[config.mk]
export PLATFORM = sky130hd
export DESIGN_NAME = fetch_stage_flat
export DESIGN_NICKNAME = d
export VERILOG_FILES = /design/src/rtl/fetch_stage_if.sv /design/src/rtl/fetch_stage.sv /design/src/flat_wrapper.sv
export SDC_FILE = /design/constraint.sdc
export NUM_CORES = 1
export LEC_CHECK = 0
export CAP_MARGIN = 30
export CORE_ASPECT_RATIO = 1.5
export CORE_UTILIZATION = 31
export CTS_CLUSTER_SIZE = 8
export DETAILED_ROUTE_END_ITERATION = 12
export GPL_TIMING_DRIVEN = 0
export HOLD_SLACK_MARGIN = 0.12
export PLACE_DENSITY_LB_ADDON = 0.08
export SYNTH_ARGS = -nofsm -noshare
export SYNTH_HDL_FRONTEND = slang
export SYNTH_SLANG_ARGS = --single-unit
[constraint.sdc]
create_clock -name clk_i -period 2.82 [get_ports clk_i]
set_clock_uncertainty 0.2 [all_clocks]
set_input_delay 0.423 -clock clk_i [delete_from_list [all_inputs] [get_ports clk_i]]
set_output_delay 0.423 -clock clk_i [all_outputs]
set_load 0.02 [all_outputs]
[src/rtl/fetch_stage_if.sv]
// Instruction-memory read port: one-outstanding request with a ready strobe.
// The fetch stage is the master; the memory model or arbiter is the slave.
interface fetch_stage_if;
    logic        imem_req_o;
    logic [31:0] imem_addr_o;
    logic        imem_ready_i;
    logic [31:0] imem_data_i;

    modport master (
        output imem_req_o,
        output imem_addr_o,
        input  imem_ready_i,
        input  imem_data_i
    );

    modport slave (
        input  imem_req_o,
        input  imem_addr_o,
        output imem_ready_i,
        output imem_data_i
    );
endinterface

[src/rtl/fetch_stage.sv]
// Instruction fetch with IF/ID register, one-entry skid buffer for stalls and
// a drop state that swallows the stale response left behind by a redirect.
module fetch_stage #(
    parameter logic [31:0] RESET_PC = 32'h0000_0000
) (
    input  logic                 clk_i,
    input  logic                 rst_i,
    fetch_stage_if.master        imem,
    input  logic                 stall_i,
    input  logic                 redirect_i,
    input  logic [31:0]          redirect_pc_i,
    output logic [31:0]          instr_o,
    output logic [31:0]          pc_plus4_o,
    output logic                 valid_o
);

    typedef enum logic [1:0] {StFetch, StFull, StDrop} state_e;

    state_e      state_q, state_d;
    logic [31:0] pc_q, pc_d;
    logic [31:0] drop_addr_q, drop_addr_d;
    logic [31:0] instr_q, instr_d;
    logic [31:0] pc4_q, pc4_d;
    logic        valid_q, valid_d;
    logic [31:0] buf_instr_q, buf_instr_d;
    logic [31:0] buf_pc4_q, buf_pc4_d;
    logic [31:0] pc_inc;

    assign pc_inc = pc_q + 32'd4;

    always_comb begin
        state_d     = state_q;
        pc_d        = pc_q;
        drop_addr_d = drop_addr_q;
        instr_d     = instr_q;
        pc4_d       = pc4_q;
        valid_d     = valid_q;
        buf_instr_d = buf_instr_q;
        buf_pc4_d   = buf_pc4_q;

        unique case (state_q)
            StFetch: begin
                if (imem.imem_ready_i) begin
                    pc_d = pc_inc;
                    if (!stall_i) begin
                        instr_d = imem.imem_data_i;
                        pc4_d   = pc_inc;
                        valid_d = 1'b1;
                    end else begin
                        buf_instr_d = imem.imem_data_i;
                        buf_pc4_d   = pc_inc;
                        state_d     = StFull;
                    end
                end else if (!stall_i) begin
                    valid_d = 1'b0;
                end
            end
            StFull: begin
                if (!stall_i) begin
                    instr_d = buf_instr_q;
                    pc4_d   = buf_pc4_q;
                    valid_d = 1'b1;
                    state_d = StFetch;
                end
            end
            StDrop: begin
                if (imem.imem_ready_i) begin
                    state_d = StFetch;
                end
            end
            default: state_d = StFetch;
        endcase

        // Redirect wins over stall and over any response arriving this cycle.
        if (redirect_i) begin
            pc_d        = redirect_pc_i & 32'hFFFF_FFFC;
            instr_d     = instr_q;
            pc4_d       = pc4_q;
            valid_d     = 1'b0;
            buf_instr_d = 32'h0;
            buf_pc4_d   = 32'h0;
            if (state_q != StFull && !imem.imem_ready_i) begin
                state_d = StDrop;
                if (state_q == StFetch) begin
                    drop_addr_d = pc_q;
                end
            end else begin
                state_d = StFetch;
            end
        end
    end

    always_ff @(posedge clk_i) begin
        if (rst_i) begin
            state_q     <= StFetch;
            pc_q        <= RESET_PC;
            drop_addr_q <= 32'h0;
            instr_q     <= 32'h0;
            pc4_q       <= 32'h0;
            valid_q     <= 1'b0;
            buf_instr_q <= 32'h0;
            buf_pc4_q   <= 32'h0;
        end else begin
            state_q     <= state_d;
            pc_q        <= pc_d;
            drop_addr_q <= drop_addr_d;
            instr_q     <= instr_d;
            pc4_q       <= pc4_d;
            valid_q     <= valid_d;
            buf_instr_q <= buf_instr_d;
            buf_pc4_q   <= buf_pc4_d;
        end
    end

    assign imem.imem_req_o  = !rst_i && (state_q != StFull);
    assign imem.imem_addr_o = (state_q == StDrop) ? drop_addr_q : pc_q;
    assign instr_o          = instr_q;
    assign pc_plus4_o       = pc4_q;
    assign valid_o          = valid_q;

endmodule

[src/flat_wrapper.sv]
// flat-port wrapper written by rule: the top's interface ports become plain ports
module fetch_stage_flat 
#(
    parameter logic [31:0] RESET_PC = 32'h0000_0000
)
  (clk_i, rst_i, stall_i, redirect_i, redirect_pc_i, instr_o, pc_plus4_o, valid_o, imem_imem_req_o, imem_imem_addr_o, imem_imem_ready_i, imem_imem_data_i);
  fetch_stage_if imem_i ();
  input  logic clk_i;
  input  logic rst_i;
  input  logic stall_i;
  input  logic redirect_i;
  input  logic [31:0] redirect_pc_i;
  output logic [31:0] instr_o;
  output logic [31:0] pc_plus4_o;
  output logic valid_o;
  output wire logic [$bits(imem_i.imem_req_o)-1:0] imem_imem_req_o;
  output wire logic [$bits(imem_i.imem_addr_o)-1:0] imem_imem_addr_o;
  input wire logic [$bits(imem_i.imem_ready_i)-1:0] imem_imem_ready_i;
  input wire logic [$bits(imem_i.imem_data_i)-1:0] imem_imem_data_i;
  assign imem_imem_req_o = imem_i.imem_req_o;
  assign imem_imem_addr_o = imem_i.imem_addr_o;
  assign imem_i.imem_ready_i = imem_imem_ready_i;
  assign imem_i.imem_data_i = imem_imem_data_i;
  fetch_stage #(.RESET_PC(RESET_PC)) u_core (.clk_i(clk_i), .rst_i(rst_i), .imem(imem_i), .stall_i(stall_i), .redirect_i(redirect_i), .redirect_pc_i(redirect_pc_i), .instr_o(instr_o), .pc_plus4_o(pc_plus4_o), .valid_o(valid_o));
endmodule
==> run metrics, run 1 <==
Yosys reg bits=about 190; Sum Neg Setup Slack=0 ps; routability cong.=0.860; Root Driver=clkbuf_16; post-synth cell types=57; drt total wl=29,200 um; io pins=roughly 170; final std cells w/o fill=1,601; WP data arrival=2090 ps; crit-path max cell delay=360 ps; H-tree lvl count=4; fin crit period=2710 ps; Fmax=0.369 GHz; post-DP HPWL=21,700 um; cts hold-fix bufs=0; area of the mapped netlist=approximately 8600 um^2; core area=27,200 um^2; GRT overflow=0; worst-skew pair later-pin latency=450 ps; Worst-Margin Slew=roughly 800 ps; Layout area overhead=30.6%; Pre-antenna DRT Iters=5; Final setup viols=0; peak supply drop=0.431 mV; Synth warnings=0; status=completed; number of nets in the layout=1,316; final hold slack=254 ps; full die area=around 28,000 um^2; CP max-delay cell=mux2_2; Via density=5.04; first-pass GRT wire length=44,700 um; DRT antenna net count=0; RSZ-0062 raised after global routing=false; critical path, cell by cell=buf_2 -> nand2b_2 -> clkbuf_4 -> mux2_2 -> dlygate4sd2_1; Slew headroom=45.9%; RR Endpoint=u_core.pc_plus4_o[24]$_SDFFE_PP0P_; Longest Clk Path Bufs=2; max-slew violations=0; Synth Area per Inst=8.08 um^2; CP Capture Type=output pin; utilization after layout=41.2%; vias in the first global route=7,833; TritonCTS clock tree=built; Synth Flop Type=dfxtp_1; DRC viols=0; Static Leak=4.04 nW; power per cell area=roughly 550 nW/um^2; Num Clock Sinks=187; row cnt=74; CP Class=flop to output pin; Critical Path Fanout Max=10; commonest non-fill, non-tap cells in the layout=nand2_1, dfxtp_1, clkdlybuf4s50_1, a21oi_1, nor2_1; die height=206 um; worst hold-check path type=flop to flop; CP Launch Type=flop; register clock-pin slew on the reported worst setup and hold paths=70 ps; R2R depth=7; Final Hold Viols=0; CP Launch Point=u_core.state_q[0]$_SDFFE_PP0P_; sequential area share after synthesis=roughly 44%; wire per inst=around 18 um; initial antenna violation count=0; CTS Buf Count=17; Vias=8,067; worst setup path endpoint=imem_imem_addr_o[14]; commonest non-fill, non-tap cell in the layout=nand2_1; port buffer count=158; reg2reg setup slack=around 170 ps; Max-Cap Viols=0; power consumption=6.18 mW; gr usage total=21.2%; Post-synth EDFFs=0; Starting Density=a little under a third; Critical Path RT=2200 ps; Fill cells=2,873; ANT cells=0; dpl cells=1,566; Final period util=96.1%; r2r startpoint=u_core.pc_q[3]$_SDFFE_PP0P_; drt initial violations=343; Syn Inst Count=between 1,000 and 1,500; Post-synth ARST share=0%; Die W=~140 um; pin count of the biggest net entering global routing=17; layout cells sized above 1=under 10%
==> how the worst min path moves through the flow <==
stage	slack, ps	end	from	cells past startpoint
2_1_floorplan	230	u_core.buf_pc4_q[14]$_SDFFE_PP0P_	u_core.buf_pc4_q[14]$_SDFFE_PP0P_	2
3_3_place_gp	240	u_core.drop_addr_q[2]$_SDFFE_PP0P_	u_core.drop_addr_q[2]$_SDFFE_PP0P_	2
3_5_place_dp	250	u_core.drop_addr_q[9]$_SDFFE_PP0P_	u_core.drop_addr_q[9]$_SDFFE_PP0P_	2
4_1_cts	260	u_core.drop_addr_q[9]$_SDFFE_PP0P_	u_core.drop_addr_q[9]$_SDFFE_PP0P_	2
5_1_grt	270	u_core.buf_instr_q[26]$_SDFFE_PP0P_	u_core.buf_instr_q[26]$_SDFFE_PP0P_	2
6_report	250	u_core.drop_addr_q[3]$_SDFFE_PP0P_	u_core.drop_addr_q[3]$_SDFFE_PP0P_	2
==> metrics by stage <==
stage / worst slack (ps) / cell area [um^2]
after floorplan: 711 / 8600
after global placement: -506 / 10600
after detailed placement: -511 / 10600
after CTS: 20.7 / 11200
after global routing: 2.76 / 11200
final: 109 / 11200
==> flip-flops by register name, indices dropped and copies added (netlist names) <==
name,flops
u_core.pc_plus4_o,30
u_core.pc_q,30
u_core.buf_instr_q,32
u_core.state_q,2
u_core.instr_o,32
u_core.valid_o,1
u_core.drop_addr_q,30
u_core.buf_pc4_q,30
==> worst max-delay path, delay by kind of cell (launching register included) <==
family / cells / cell delay, ps
flip-flops: 1 / 300
AND/OR/NAND/NOR: 1 / 210
buffers and inverters: 3 / 760
multiplexers: 1 / 360
==> report_power, final <==
| part | internal (mW) | switching (mW) | total [mW] |
|---|---|---|---|
| clock | 1.33 | 1.12 | 2.46 |
| sequential | 2.74 | 0.0634 | 2.81 |
| combinational | 0.374 | 0.537 | 0.911 |
==> cell type report <==
type	instances	area, um^2	area share [%]
clock buffer	18	439	3.92
inverter	6	22.5	0.201
buffer	105	548	4.89
sequential	187	3740	33.4
timing repair buffer	161	1570	14.0
tap	342	428	3.82
multi-input combinational	768	4320	38.5
clock inverter	14	145	1.29
==> layer usage <==
metal | part of all wire (%) | global-route usage (%) | vias to the layer above
met5 | 0 | 0 | -
met4 | 2.5 | 7.73 | 0
met2 | 51 | 37.8 | 195
met3 | 4.0 | 3.45 | 40
met1 | 42 | 25.0 | 3788
li1 | - | - | 4044
==> kinds of logic (layout without fill, tap and decap cells) <==
| family | after synthesis | after routing | share of synthesized area (%) |
|---|---|---|---|
| flip-flops | 187 | 187 | 43.6 |
| AND/OR/NAND/NOR | 435 | 435 | 22.9 |
| multiplexers | 31 | 31 | 4.07 |
| AO/OA/AOI/OAI | 245 | 245 | 17.6 |
| other | 1 | 4 | 0.0437 |
| XOR/XNOR | 52 | 52 | 5.30 |
| buffers and inverters | 111 | 304 | 6.34 |
| adder cells (fa/ha/maj) | 1 | 1 | 0.146 |
==> Yosys cell counts (6+ instances only) <==
master / instances / area, um^2
nand2_1: 232 / 871
dfxtp_1: 187 / 3740
a21oi_1: 114 / 571
nor2_1: 92 / 345
clkbuf_1: 67 / 251
a311oi_1: 37 / 324
o21ai_0: 34 / 170
mux2_2: 31 / 349
a211oi_1: 29 / 218
xnor2_1: 26 / 228
xor2_1: 26 / 228
nand3_1: 22 / 110
buf_2: 17 / 85.1
and3_1: 16 / 100
nand4_1: 15 / 93.8
nor3_1: 13 / 65.1
o22ai_1: 12 / 75.1
nor4_1: 8 / 50.1
and4_1: 7 / 61.3
buf_6: 7 / 78.8
or3_1: 7 / 43.8
buf_4: 6 / 45.0
==> repair_timing <==
item,CTS,global route
buffers inserted,0,3
resized for setup,41,3
setup endpoints to repair,42,38
(Power assumes the default switching activity.)
==> run 2, diff against run 1 <==
--- a/config.mk
+++ b/config.mk
@@ -8,6 +8,7 @@
 export CAP_MARGIN = 30
 export CORE_ASPECT_RATIO = 1.5
 export CORE_UTILIZATION = 31
+export CTS_BUF_LIST = sky130_fd_sc_hd__clkbuf_8
 export CTS_CLUSTER_SIZE = 8
 export DETAILED_ROUTE_END_ITERATION = 12
 export GPL_TIMING_DRIVEN = 0
==> run metrics, run 2 (same netlist as run 1, synthesis figures left out) <==
number of nets in the layout=1,316 (unchanged); Crit path buffers/inverters=3 (unchanged); layout cells sized above 1=9.29% (unchanged); initial antenna violation count=0 (unchanged); CP Launch Type=flop; first-pass GRT wire length=44,600 um (-0.25%); power per cell area=506 nW/um^2 (-8.1%); dpl cells=1,566 (unchanged); die height=206 um (unchanged); Via density=5.00 (-0.68%); Sequential cell area=3740 um^2 (unchanged); Root Driver=clkbuf_8; DRT antenna net count=0 (unchanged); GRT overflow=0 (unchanged); final std cells w/o fill=1,601 (unchanged); area of the multi-input gates=4320 um^2 (unchanged); Sum Neg Setup Slack=0 ps (unchanged); Worst-Margin Slew=818 ps (+14.6 ps); wire per inst=18.2 um (about the same); ANT cells=0 (unchanged); Static Leak=3.95 nW (-2.4%); Cell Area, Placed=10,600 um^2 (unchanged); fin crit period=2720 ps (+5.38 ps); routability cong.=0.860 (unchanged); DRC viols=0 (unchanged); Vias=8,012 (-0.68%); Num Clock Sinks=187 (unchanged); Final setup viols=0 (unchanged); CTS Buf Count=17 (unchanged); CP max-delay cell=mux2_2; Critical Path Fanout Max=10 (unchanged); Layout area overhead=28.4%; Final Instance Area=11,000 um^2 (-1.7%); Final Hold Viols=0 (unchanged); drt initial violations=339 (-1.2%); WP data arrival=2090 ps (about the same); worst-skew pair later-pin latency=490 ps (+40 ps); Critical Path RT=2200 ps (about the same); vias in the first global route=7,823 (-0.13%); CP Capture Type=output pin; Worst path top cell family by delay=buffers and inverters; RSZ-0062 raised after global routing=false; R2R depth=7 (unchanged); Slew headroom=45.0% (-0.98 points); commonest non-fill, non-tap cells in the layout=nand2_1, dfxtp_1, clkdlybuf4s50_1, a21oi_1, nor2_1; gr usage total=21.1% (-0.10 points); peak supply drop=0.338 mV (-22%); post-DP HPWL=21,700 um (unchanged); Max-Cap Viols=0 (unchanged); drt total wl=29,200 um (about the same); register clock-pin slew on the reported worst setup and hold paths=100 ps (+30 ps); commonest non-fill, non-tap cell in the layout=nand2_1; Final period util=96.3% (+0.19 points); pin count of the biggest net entering global routing=17 (unchanged); full die area=28,400 um^2 (unchanged); port buffer count=158 (unchanged); Fill cells=2,886 (+0.45%); PnR worst setup slack=104 ps (-5.38 ps); CP Class=flop to output pin; crit-path max cell delay=370 ps (about the same); Die W=138 um (unchanged); Pre-antenna DRT Iters=5 (unchanged); TritonCTS clock tree=built; Setup WS pre-CTS=-511 ps (unchanged); Crit. path cell count=5 (unchanged); Fmax=0.368 GHz (-0.20%); Longest Clk Path Bufs=2 (unchanged); row cnt=74 (unchanged); core area=27,200 um^2 (unchanged); reg2reg setup slack=160 ps (about the same); critical path, cell by cell=clkbuf_4 -> nand2b_2 -> clkbuf_8 -> mux2_2 -> dlygate4sd2_1; H-tree lvl count=4 (unchanged); worst hold-check path type=flop to flop; max-slew violations=0 (unchanged); io pins=167 (unchanged); Starting Density=31.5% (unchanged); status=completed; WHS Path Cells=2 (unchanged)
## run 2: layer usage
| metal | GRT usage (%) | share of wire (%) |
|---|---|---|
| met2 | 38.0 | 52 |
| met4 | 7.07 | 2.1 |
| met3 | 3.45 | 4.2 |
| met1 | 24.8 | 42 |
| met5 | 0 | 0 |
## run 2: final timing paths
kind | start | endpoint
setup / recovery | u_core.state_q[0]$_SDFFE_PP0P_ | imem_imem_addr_o[31]
hold / removal | u_core.drop_addr_q[9]$_SDFFE_PP0P_ | u_core.drop_addr_q[9]$_SDFFE_PP0P_
hold reg to reg | u_core.drop_addr_q[9]$_SDFFE_PP0P_ | u_core.drop_addr_q[9]$_SDFFE_PP0P_
setup reg to reg | u_core.pc_q[3]$_SDFFE_PP0P_ | u_core.pc_plus4_o[24]$_SDFFE_PP0P_
## run 2: report_power, final
part / switching (mW) / internal, mW / leakage, nW / total [mW]
registers: 0.0628 / 2.74 / 1.52 / 2.81
clock network: 1.05 / 0.815 / 0.203 / 1.86
logic: 0.537 / 0.373 / 2.22 / 0.910
## run 2: layout make-up
class / instances / area share [%]
tap: 342 / 3.88
buffer: 105 / 4.99
sequential: 187 / 34.0
multi-input combinational: 768 / 39.2
clock inverter: 14 / 1.32
clock buffer: 18 / 2.25
timing repair buffer: 161 / 14.2
inverter: 6 / 0.204
## run 2: worst min-delay path: stages (launching register included)
cell and delay (ps):
dfxtp_1 320, nand2_1 50, a21oi_1 50
## run 2: timing repair
action,CTS,global route
gates cloned,0,0
endpoints found under the setup margin,31,75
hold buffers,0,0
gates resized for setup,41,5
buffers inserted,0,3
## run 2: through the flow
stage	total power, mW	hold slack [ps]	utilization (%)
global route	5.83	278	40.5
floorplan	3.37	232	-
global placement	3.79	239	39.0
finish	5.58	257	40.5
detailed placement	3.80	245	39.0
CTS	5.64	259	40.4
